==> config.mk <==
export PLATFORM = sky130hd
export DESIGN_NAME = trigger_actor_responder_flat
export DESIGN_NICKNAME = d
export VERILOG_FILES = /design/src/rtl/trigger_actor_responder_if.sv /design/src/rtl/trigger_actor_responder.sv /design/src/flat_wrapper.sv
export SDC_FILE = /design/constraint.sdc
export NUM_CORES = 1
export LEC_CHECK = 0
export ABC_AREA = 1
export CAP_MARGIN = 20
export CORE_MARGIN = 2
export CORE_UTILIZATION = 37
export CTS_BUF_LIST = sky130_fd_sc_hd__clkbuf_8 sky130_fd_sc_hd__clkbuf_16
export DETAILED_ROUTE_END_ITERATION = 8
export GPL_ROUTABILITY_DRIVEN = 1
export PLACE_DENSITY = 0.74
export SKIP_LAST_GASP = 1
export SLEW_MARGIN = 15
export SYNTH_ARGS = -nofsm -noshare
export SYNTH_HDL_FRONTEND = slang
export SYNTH_SLANG_ARGS = --single-unit
==> constraint.sdc <==
create_clock -name ap_clk -period 1.4 [get_ports ap_clk]
set_clock_uncertainty 0.2 [all_clocks]
set_input_delay 0.14 -clock ap_clk [delete_from_list [all_inputs] [get_ports ap_clk]]
set_output_delay 0.14 -clock ap_clk [all_outputs]
set_load 0.05 [all_outputs]
==> src/rtl/trigger_actor_responder_if.sv <==
// Block-level start handshake plus the two FIFO ports of the trigger actor.
// "master" is the trigger/FIFO side, "slave" is the actor itself.
interface trigger_actor_responder_if #(
  parameter int DATA_WIDTH = 32
);
  logic                  ap_start;
  logic                  ap_done;
  logic                  ap_idle;
  logic                  ap_ready;
  logic [31:0]           ap_return;
  logic [DATA_WIDTH-1:0] in_dout;
  logic                  in_empty_n;
  logic                  in_read;
  logic [DATA_WIDTH-1:0] out_din;
  logic                  out_full_n;
  logic                  out_write;
  logic [31:0]           total_firings;

  modport master (
    output ap_start, in_dout, in_empty_n, out_full_n,
    input  ap_done, ap_idle, ap_ready, ap_return,
           in_read, out_din, out_write, total_firings
  );

  modport slave (
    input  ap_start, in_dout, in_empty_n, out_full_n,
    output ap_done, ap_idle, ap_ready, ap_return,
           in_read, out_din, out_write, total_firings
  );
endinterface

==> src/rtl/trigger_actor_responder.sv <==
// Test actor beneath a trigger: on each ap_start it forwards up to MAX_FIRINGS
// tokens from a FWFT input FIFO to an output FIFO, adding OFFSET to each, and
// reports why it stopped with a trigger return code on ap_return.
module trigger_actor_responder #(
  parameter int                    DATA_WIDTH  = 32,
  parameter int                    MAX_FIRINGS = 16,
  parameter logic [DATA_WIDTH-1:0] OFFSET      = {DATA_WIDTH{1'b0}}
) (
  input logic                      ap_clk,
  input logic                      ap_rst,
  trigger_actor_responder_if.slave bus
);

  localparam int              CW    = $clog2(MAX_FIRINGS + 1);
  localparam logic [CW-1:0]   MAX_C = CW'(MAX_FIRINGS);

  // Trigger return codes
  localparam logic [31:0] RC_IDLE     = 32'd0;
  localparam logic [31:0] RC_WAIT     = 32'd1;
  localparam logic [31:0] RC_TEST     = 32'd2;
  localparam logic [31:0] RC_EXECUTED = 32'd3;

  typedef enum logic [1:0] {
    S_IDLE = 2'd0,
    S_FIRE = 2'd1,
    S_DONE = 2'd2
  } state_t;

  state_t          state_q;
  logic [CW-1:0]   count_q;
  logic [31:0]     ret_q;
  logic [31:0]     total_q;
  logic            done_q;
  logic            idle_q;

  logic            fire;
  logic [31:0]     ret_d;

  // Fire decision and termination code for the current S_FIRE cycle; a cycle
  // with reset asserted never moves tokens.
  always_comb begin
    fire  = 1'b0;
    ret_d = RC_IDLE;
    if (!ap_rst && (state_q == S_FIRE) && bus.in_empty_n && bus.out_full_n &&
        (count_q < MAX_C)) begin
      fire = 1'b1;
    end else begin
      fire = 1'b0;
    end
    if ((count_q == MAX_C) && bus.in_empty_n) begin
      ret_d = RC_TEST;       // budget exhausted with work left: caller retests
    end else if (count_q != {CW{1'b0}}) begin
      ret_d = RC_EXECUTED;
    end else if (bus.in_empty_n) begin
      ret_d = RC_WAIT;       // data present but output blocked
    end else begin
      ret_d = RC_IDLE;
    end
  end

  // Invocation FSM with registered handshake outputs and firing counters.
  always_ff @(posedge ap_clk) begin
    if (ap_rst) begin
      state_q <= S_IDLE;
      count_q <= {CW{1'b0}};
      ret_q   <= RC_IDLE;
      total_q <= 32'd0;
      done_q  <= 1'b0;
      idle_q  <= 1'b1;
    end else begin
      done_q <= 1'b0;
      case (state_q)
        S_IDLE: begin
          if (bus.ap_start) begin
            count_q <= {CW{1'b0}};
            idle_q  <= 1'b0;
            state_q <= S_FIRE;
          end else begin
            idle_q  <= 1'b1;
            state_q <= S_IDLE;
          end
        end
        S_FIRE: begin
          if (fire) begin
            count_q <= count_q + {{(CW-1){1'b0}}, 1'b1};
            total_q <= total_q + 32'd1;
            state_q <= S_FIRE;
          end else begin
            ret_q   <= ret_d;
            done_q  <= 1'b1;
            state_q <= S_DONE;
          end
        end
        S_DONE: begin
          idle_q  <= 1'b1;
          state_q <= S_IDLE;
        end
        default: begin
          idle_q  <= 1'b1;
          state_q <= S_IDLE;
        end
      endcase
    end
  end

  // FIFO strobes and data are combinational so a token moves in its fire cycle.
  always_comb begin
    bus.in_read   = fire;
    bus.out_write = fire;
    if (fire) begin
      bus.out_din = bus.in_dout + OFFSET;
    end else begin
      bus.out_din = {DATA_WIDTH{1'b0}};
    end
  end

  assign bus.ap_done       = done_q;
  assign bus.ap_ready      = done_q;
  assign bus.ap_idle       = idle_q;
  assign bus.ap_return     = ret_q;
  assign bus.total_firings = total_q;

endmodule
==> src/flat_wrapper.sv <==
// flat-port wrapper written by rule: the top's interface ports become plain ports
module trigger_actor_responder_flat 
#(
  parameter int                    DATA_WIDTH  = 32,
  parameter int                    MAX_FIRINGS = 16,
  parameter logic [DATA_WIDTH-1:0] OFFSET      = {DATA_WIDTH{1'b0}}
)
  (ap_clk, ap_rst, bus_ap_start, bus_in_dout, bus_in_empty_n, bus_out_full_n, bus_ap_done, bus_ap_idle, bus_ap_ready, bus_ap_return, bus_in_read, bus_out_din, bus_out_write, bus_total_firings);
  trigger_actor_responder_if #(.DATA_WIDTH(DATA_WIDTH)) bus_i ();
  input logic ap_clk;
  input logic ap_rst;
  input wire logic [$bits(bus_i.ap_start)-1:0] bus_ap_start;
  input wire logic [$bits(bus_i.in_dout)-1:0] bus_in_dout;
  input wire logic [$bits(bus_i.in_empty_n)-1:0] bus_in_empty_n;
  input wire logic [$bits(bus_i.out_full_n)-1:0] bus_out_full_n;
  output wire logic [$bits(bus_i.ap_done)-1:0] bus_ap_done;
  output wire logic [$bits(bus_i.ap_idle)-1:0] bus_ap_idle;
  output wire logic [$bits(bus_i.ap_ready)-1:0] bus_ap_ready;
  output wire logic [$bits(bus_i.ap_return)-1:0] bus_ap_return;
  output wire logic [$bits(bus_i.in_read)-1:0] bus_in_read;
  output wire logic [$bits(bus_i.out_din)-1:0] bus_out_din;
  output wire logic [$bits(bus_i.out_write)-1:0] bus_out_write;
  output wire logic [$bits(bus_i.total_firings)-1:0] bus_total_firings;
  assign bus_i.ap_start = bus_ap_start;
  assign bus_i.in_dout = bus_in_dout;
  assign bus_i.in_empty_n = bus_in_empty_n;
  assign bus_i.out_full_n = bus_out_full_n;
  assign bus_ap_done = bus_i.ap_done;
  assign bus_ap_idle = bus_i.ap_idle;
  assign bus_ap_ready = bus_i.ap_ready;
  assign bus_ap_return = bus_i.ap_return;
  assign bus_in_read = bus_i.in_read;
  assign bus_out_din = bus_i.out_din;
  assign bus_out_write = bus_i.out_write;
  assign bus_total_firings = bus_i.total_firings;
  trigger_actor_responder #(.DATA_WIDTH(DATA_WIDTH), .MAX_FIRINGS(MAX_FIRINGS), .OFFSET(OFFSET)) u_core (.ap_clk(ap_clk), .ap_rst(ap_rst), .bus(bus_i));
endmodule
### Yosys cells after proc, flatten, opt, wreduce, memory -nomap -nowiden

Index checks and enable logic that the tools add are counted.

* logic and storage cells: 42
* input port bits: 37
* register bits after elaboration: 73

* bitwise gates (word level): 2
* equality and inequality tests: 4
* reduce and logical (&&, ||, !) cells: 13
* add/sub/neg operators: 2
* multiplexer cells: 14
* order comparisons: 1

Operator list (count)
* $mux W32: 3
* $add A32 B1 Y32 const B: 1
* $mux W5: 2
* $pmux W5 S2: 1
* $add A5 B1 Y5 const B: 1
* $eq A5 B5 Y1 const B: 1
* $logic_and A1 B1 Y1: 5
* $lt A5 B5 Y1 const B: 1
* $mux W1: 5
* $reduce_bool A5 Y1: 1
* $ne A2 B2 Y1 const B: 2
* $pmux W2 S2: 1
* $reduce_and A2 Y1: 2
* $reduce_and A3 Y1: 1
* $eq A2 B1 Y1 const B: 1
* $logic_not A2 Y1: 1
* $mux W2: 1
* $not A1 Y1: 2
* $pmux W1 S2: 1
* $reduce_bool A2 Y1: 1
* $reduce_or A2 Y1: 1
* $logic_not A1 Y1: 1

### Depth between registers and ports, before layout

Gate-level depths: netlist of run 1.

* word-level depth: 8
* gate-level depth with buffers: 10
* gate-level depth less buffers: 9

### Worst setup path after synthesis of run 1

OpenSTA, ideal clock, no wires.

* path kind: register to output
* from: register u_core.state_q[0]
* to: output port bus_out_din[10]
* data required time: 1060 ps
* buffers on the path: 3
* stages on the path, launching flop included: 8
* arrival: 1731 ps
* slack: -671 ps
* cell sequence: dfxtp_1 > inv_1 > nor2_1 > nand3_4 > buf_6 > buf_6 > buf_2 > nor2_1

* word-level cells in the longest chain between the ends: 7

RTL lines
* start: declaration: RTL line trigger_actor_responder.sv:29 `state_t state_q;`
* start signal: assignment: RTL line trigger_actor_responder.sv:64 `state_q <= S_IDLE;`
* start signal: assignment: RTL line trigger_actor_responder.sv:77 `state_q <= S_FIRE;`
* start signal: assignment: RTL line trigger_actor_responder.sv:80 `state_q <= S_IDLE;`
* $eq A2 B1 Y1: RTL line trigger_actor_responder.sv:44 `if (!ap_rst && (state_q == S_FIRE) && bus.in_empty_n && bus.out_full_n &&`
* $logic_and A1 B1 Y1 (4 in series): RTL line trigger_actor_responder.sv:44
* $mux W1: RTL line trigger_actor_responder.sv:44
* $mux W32: RTL line trigger_actor_responder.sv:110 `if (fire) begin`
* end: declaration: RTL line flat_wrapper.sv:21 `output wire logic [$bits(bus_i.out_din)-1:0] bus_out_din;`

No other way between the ends.

### Final worst setup path of run 1

* from: register u_core.count_q[4]
* to: register u_core.total_q[22] (netlist: u_core.bus.total_firings[22])

* word-level cells in the longest chain between the ends: 4

RTL lines
* start: declaration: RTL line trigger_actor_responder.sv:30 `logic [CW-1:0] count_q;`
* start signal: assignment: RTL line trigger_actor_responder.sv:65 `count_q <= {CW{1'b0}};`
* start signal: assignment: RTL line trigger_actor_responder.sv:75 `count_q <= {CW{1'b0}};`
* start signal: assignment: RTL line trigger_actor_responder.sv:85 `count_q <= count_q + {{(CW-1){1'b0}}, 1'b1};`
* $lt A5 B5 Y1: RTL line trigger_actor_responder.sv:45 `(count_q < MAX_C)) begin`
* $logic_and A1 B1 Y1: RTL line trigger_actor_responder.sv:44
* $mux W1: RTL line trigger_actor_responder.sv:44
* $reduce_and A2 Y1 (no line)
* end signal: assignment: RTL line trigger_actor_responder.sv:86 `total_q <= total_q + 32'd1;`
* end: declaration: RTL line trigger_actor_responder.sv:32 `logic [31:0] total_q;`

No other way between the ends.
A chain may end at the register's enable or synchronous reset.

==> impl_metrics.env, run 1 <==
export IMPL_clock_sinks=43
export IMPL_n_fill_cell=315
export IMPL_critPathArrivalTime_ns=2.02
export IMPL_syn_avg_cell_area_um2=6.15
export IMPL_portBuffers=107
export IMPL_irDropWorstVdd_uv=672
export IMPL_worst_setup_path_start_kind="flop"
export IMPL_drt_pre_antenna_iters=6
export IMPL_grt_max_degree=24
export IMPL_final_cell_mix="76 x buf_12, 71 x buf_4, 66 x inv_1"
export IMPL_core_area_um2=7330
export IMPL_placed_cells=717
export IMPL_power_density_nw_per_um2=449
export IMPL_drtAntennaViolNets=0
export IMPL_rows=31
export IMPL_instances_no_fill=756
export IMPL_hold_viol=0
export IMPL_grt_pass1_wl_mm=19.6
export IMPL_initial_core_util_pct=38.8
export IMPL_synth_area_leader_cell="dfxtp_1"
export IMPL_grt_util_all_layers_pct=29.4
export IMPL_routedWlPerCell_um=20.7
export IMPL_wirelength_mm=15.6
export IMPL_ys_seq_area_share_pct=30.3
export IMPL_postCtsHoldBufs=0
export IMPL_path_class="flop to flop"
export IMPL_die_h_um=91.7
export IMPL_yosysWarnings=0
export IMPL_drc=0
export IMPL_vias=4116
export IMPL_cts_htree_levels=2
export IMPL_critPathSlowestCell="dfxtp_2"
export IMPL_clk_path_buf_depth=2
export IMPL_p_leak_uw=0.00278
export IMPL_route_met3_wl_mm=1.49
export IMPL_gp_congestion=0.907
export IMPL_wl_met2_mm=7.82
export IMPL_fmax_mhz=504
export IMPL_multi_input_area_um2=2280
export IMPL_slew_viol_final=0
export IMPL_critPathMaxStageDelay_ns=0.36
export IMPL_globalRoute_totalOverflow=0
export IMPL_diodes=0
export IMPL_drv_cap=0
export IMPL_hold_path_class="flop to flop"
export IMPL_critPathMaxFanout=4
export IMPL_final_layout_size_suffix_gt1_share_pct=52.7
export IMPL_worst_setup_path_end_kind="flop"
export IMPL_cts_tree="yes"
export IMPL_clk_pin_slew_ns=0.11
export IMPL_num_io_pins=138
export IMPL_grt_setup_unrepaired="true"
export IMPL_worstSkewPairLatency_ns=0.33
export IMPL_hpwlAfterDp_mm=7.67
export IMPL_top_layer="met4"
export IMPL_fin_nets=696
export IMPL_synth_cells=462
export IMPL_layout_commonest_cell="buf_12"
export IMPL_crit_chain="nor2_4 -> nand3_4 -> buf_12 -> buf_4 -> buf_12 -> nor2_4 -> nand3_1 -> nand2_1 -> nor2_1"
export IMPL_min_period_ns=1.99
export IMPL_violations="negative setup slack"
export IMPL_die_area_um2=8400
export IMPL_postLayoutSetupSlackWorst_ns=-0.586
export IMPL_ff_latch_area_um2=971
export IMPL_antenna_found_initial=0
export IMPL_synth_cell_types=29
export IMPL_pre_cts_slack_ns=-0.546
export IMPL_grt_pass1_vias=3909
export IMPL_synth_area_leaders="dfxtp_1 30%, nor2_1 15%, nand2_1 11%, inv_1 9.6%, buf_4 8.5%"
export IMPL_setup_viol=78
export IMPL_cts_buffers=5
export IMPL_netlist_area_um2=2840
export IMPL_met1_length_mm=5.15
export IMPL_synthToLayoutAreaGrowth_pct=126
export IMPL_drt_iter0_drc=447
export IMPL_status="finished, violations left"
export IMPL_synth_top_area_share_pct=30.3
export IMPL_postSynthRegisterBits=43
export IMPL_clockRootBuffer="clkbuf_8"
export IMPL_crit_required_ns=1.43
export IMPL_viasPerCell=5.44
export IMPL_post_route_period_util_pct=142
export IMPL_die_w_um=91.7
## cell type report
cell class | count | area share, %
Multi-Input combinational cell | 331 | 35.4
Clock inverter | 2 | 0.233
Tap cell | 99 | 1.93
Inverter | 76 | 4.71
Clock buffer | 6 | 1.28
Timing Repair Buffer | 199 | 41.4
Sequential cell | 43 | 15.1
## synth_stat cells, drive strengths merged
| cell type | count |
|---|---|
| nand4 | 6 |
| o21ai | 7 |
| nor3 | 7 |
| o21a | 1 |
| nor2 | 125 |
| nand3 | 34 |
| nor3b | 1 |
| buf | 40 |
| inv | 76 |
| a21oi | 22 |
| xnor2 | 3 |
| dfxtp | 43 |
| nand2 | 87 |
| nor2b | 1 |
| o21bai | 1 |
| xor2 | 2 |
| clkbuf | 2 |
| conb | 1 |
| ha | 3 |
## flip-flops by register name, indices dropped and copies added (netlist names)
name and count:
u_core.bus.total_firings 32, u_core.bus.ap_idle 1, u_core.bus.ap_return 2, u_core.bus.ap_done 1, u_core.state_q 2, u_core.count_q 5
## per-layer routing
layer  track usage (%)  vias up
met5                 0        -
met4              14.3        0
met3              6.49      128
met2              55.5      363
met1              30.4     1897
li1                  -     1728
## where the power goes
part	switching (uW)	leakage [uW]	total (uW)	internal, uW
clock network	533	0.0000517	939	406
registers	19.5	0.000373	1210	1190
logic	480	0.00235	742	262
## worst paths after layout
path	startpoint	to	slack, ns	cells after the start
worst max-delay path	u_core.count_q[4]	u_core.bus.total_firings[22]	-0.59	9
worst min-delay path	u_core.count_q[3]	u_core.count_q[4]	0.28	2
worst max register to register	u_core.count_q[4]	u_core.bus.total_firings[22]	-0.59	9
worst min register to register	u_core.count_q[3]	u_core.count_q[4]	0.28	2
## worst max-delay path, delay by kind of cell, from the launching register on
kind | cells | cell delay, ns
flops | 1 | 0.36
simple gates | 6 | 0.86
buf+inv | 3 | 0.46
## timing repair
action | in CTS | in global routing
cloned | 3 | 1
endpoints found under the setup margin | 77 | 78
gates resized for setup | 49 | 65
pin swaps | 19 | 38
setup buffers | 13 | 16
## kinds of logic (layout without fill, tap and decap cells)
family / after synthesis / after routing / synth area share, %
compound gates: 31 / 31 / 5.63
xor+xnor: 5 / 5 / 1.54
fa+ha+maj: 3 / 3 / 1.32
buf+inv: 118 / 283 / 21.0
flops: 43 / 43 / 30.3
other cells: 1 / 30 / 0.132
simple gates: 261 / 262 / 40.1
## metrics by stage
| step | power [uW] | setup TNS, ns | util (%) | cell area, um2 | hold WS (ns) |
|---|---|---|---|---|---|
| after global placement | 1860 | -30.19 | 76.5 | 5610 | 0.259 |
| after CTS | 2760 | -23.40 | 82.5 | 6050 | 0.239 |
| after floorplan | 1710 | -9.99 | - | 3550 | 0.137 |
| after detailed placement | 1880 | -32.76 | 76.5 | 5610 | 0.264 |
| after global routing | 2940 | -35.36 | 87.8 | 6430 | 0.316 |
| final | 2890 | -33.64 | 87.8 | 6430 | 0.282 |
Power figures use the tool's default switching activity.
==> inputs of run 2 (changes only) <==
--- a/config.mk
+++ b/config.mk
@@ -12,6 +12,7 @@
 export CTS_BUF_LIST = sky130_fd_sc_hd__clkbuf_8 sky130_fd_sc_hd__clkbuf_16
 export DETAILED_ROUTE_END_ITERATION = 8
 export GPL_ROUTABILITY_DRIVEN = 1
+export GPL_TIMING_DRIVEN = 1
 export PLACE_DENSITY = 0.74
 export SKIP_LAST_GASP = 1
 export SLEW_MARGIN = 15
==> results of run 2 <==
Same layout as run 1: the final DEF is identical, and so are final timing and power.
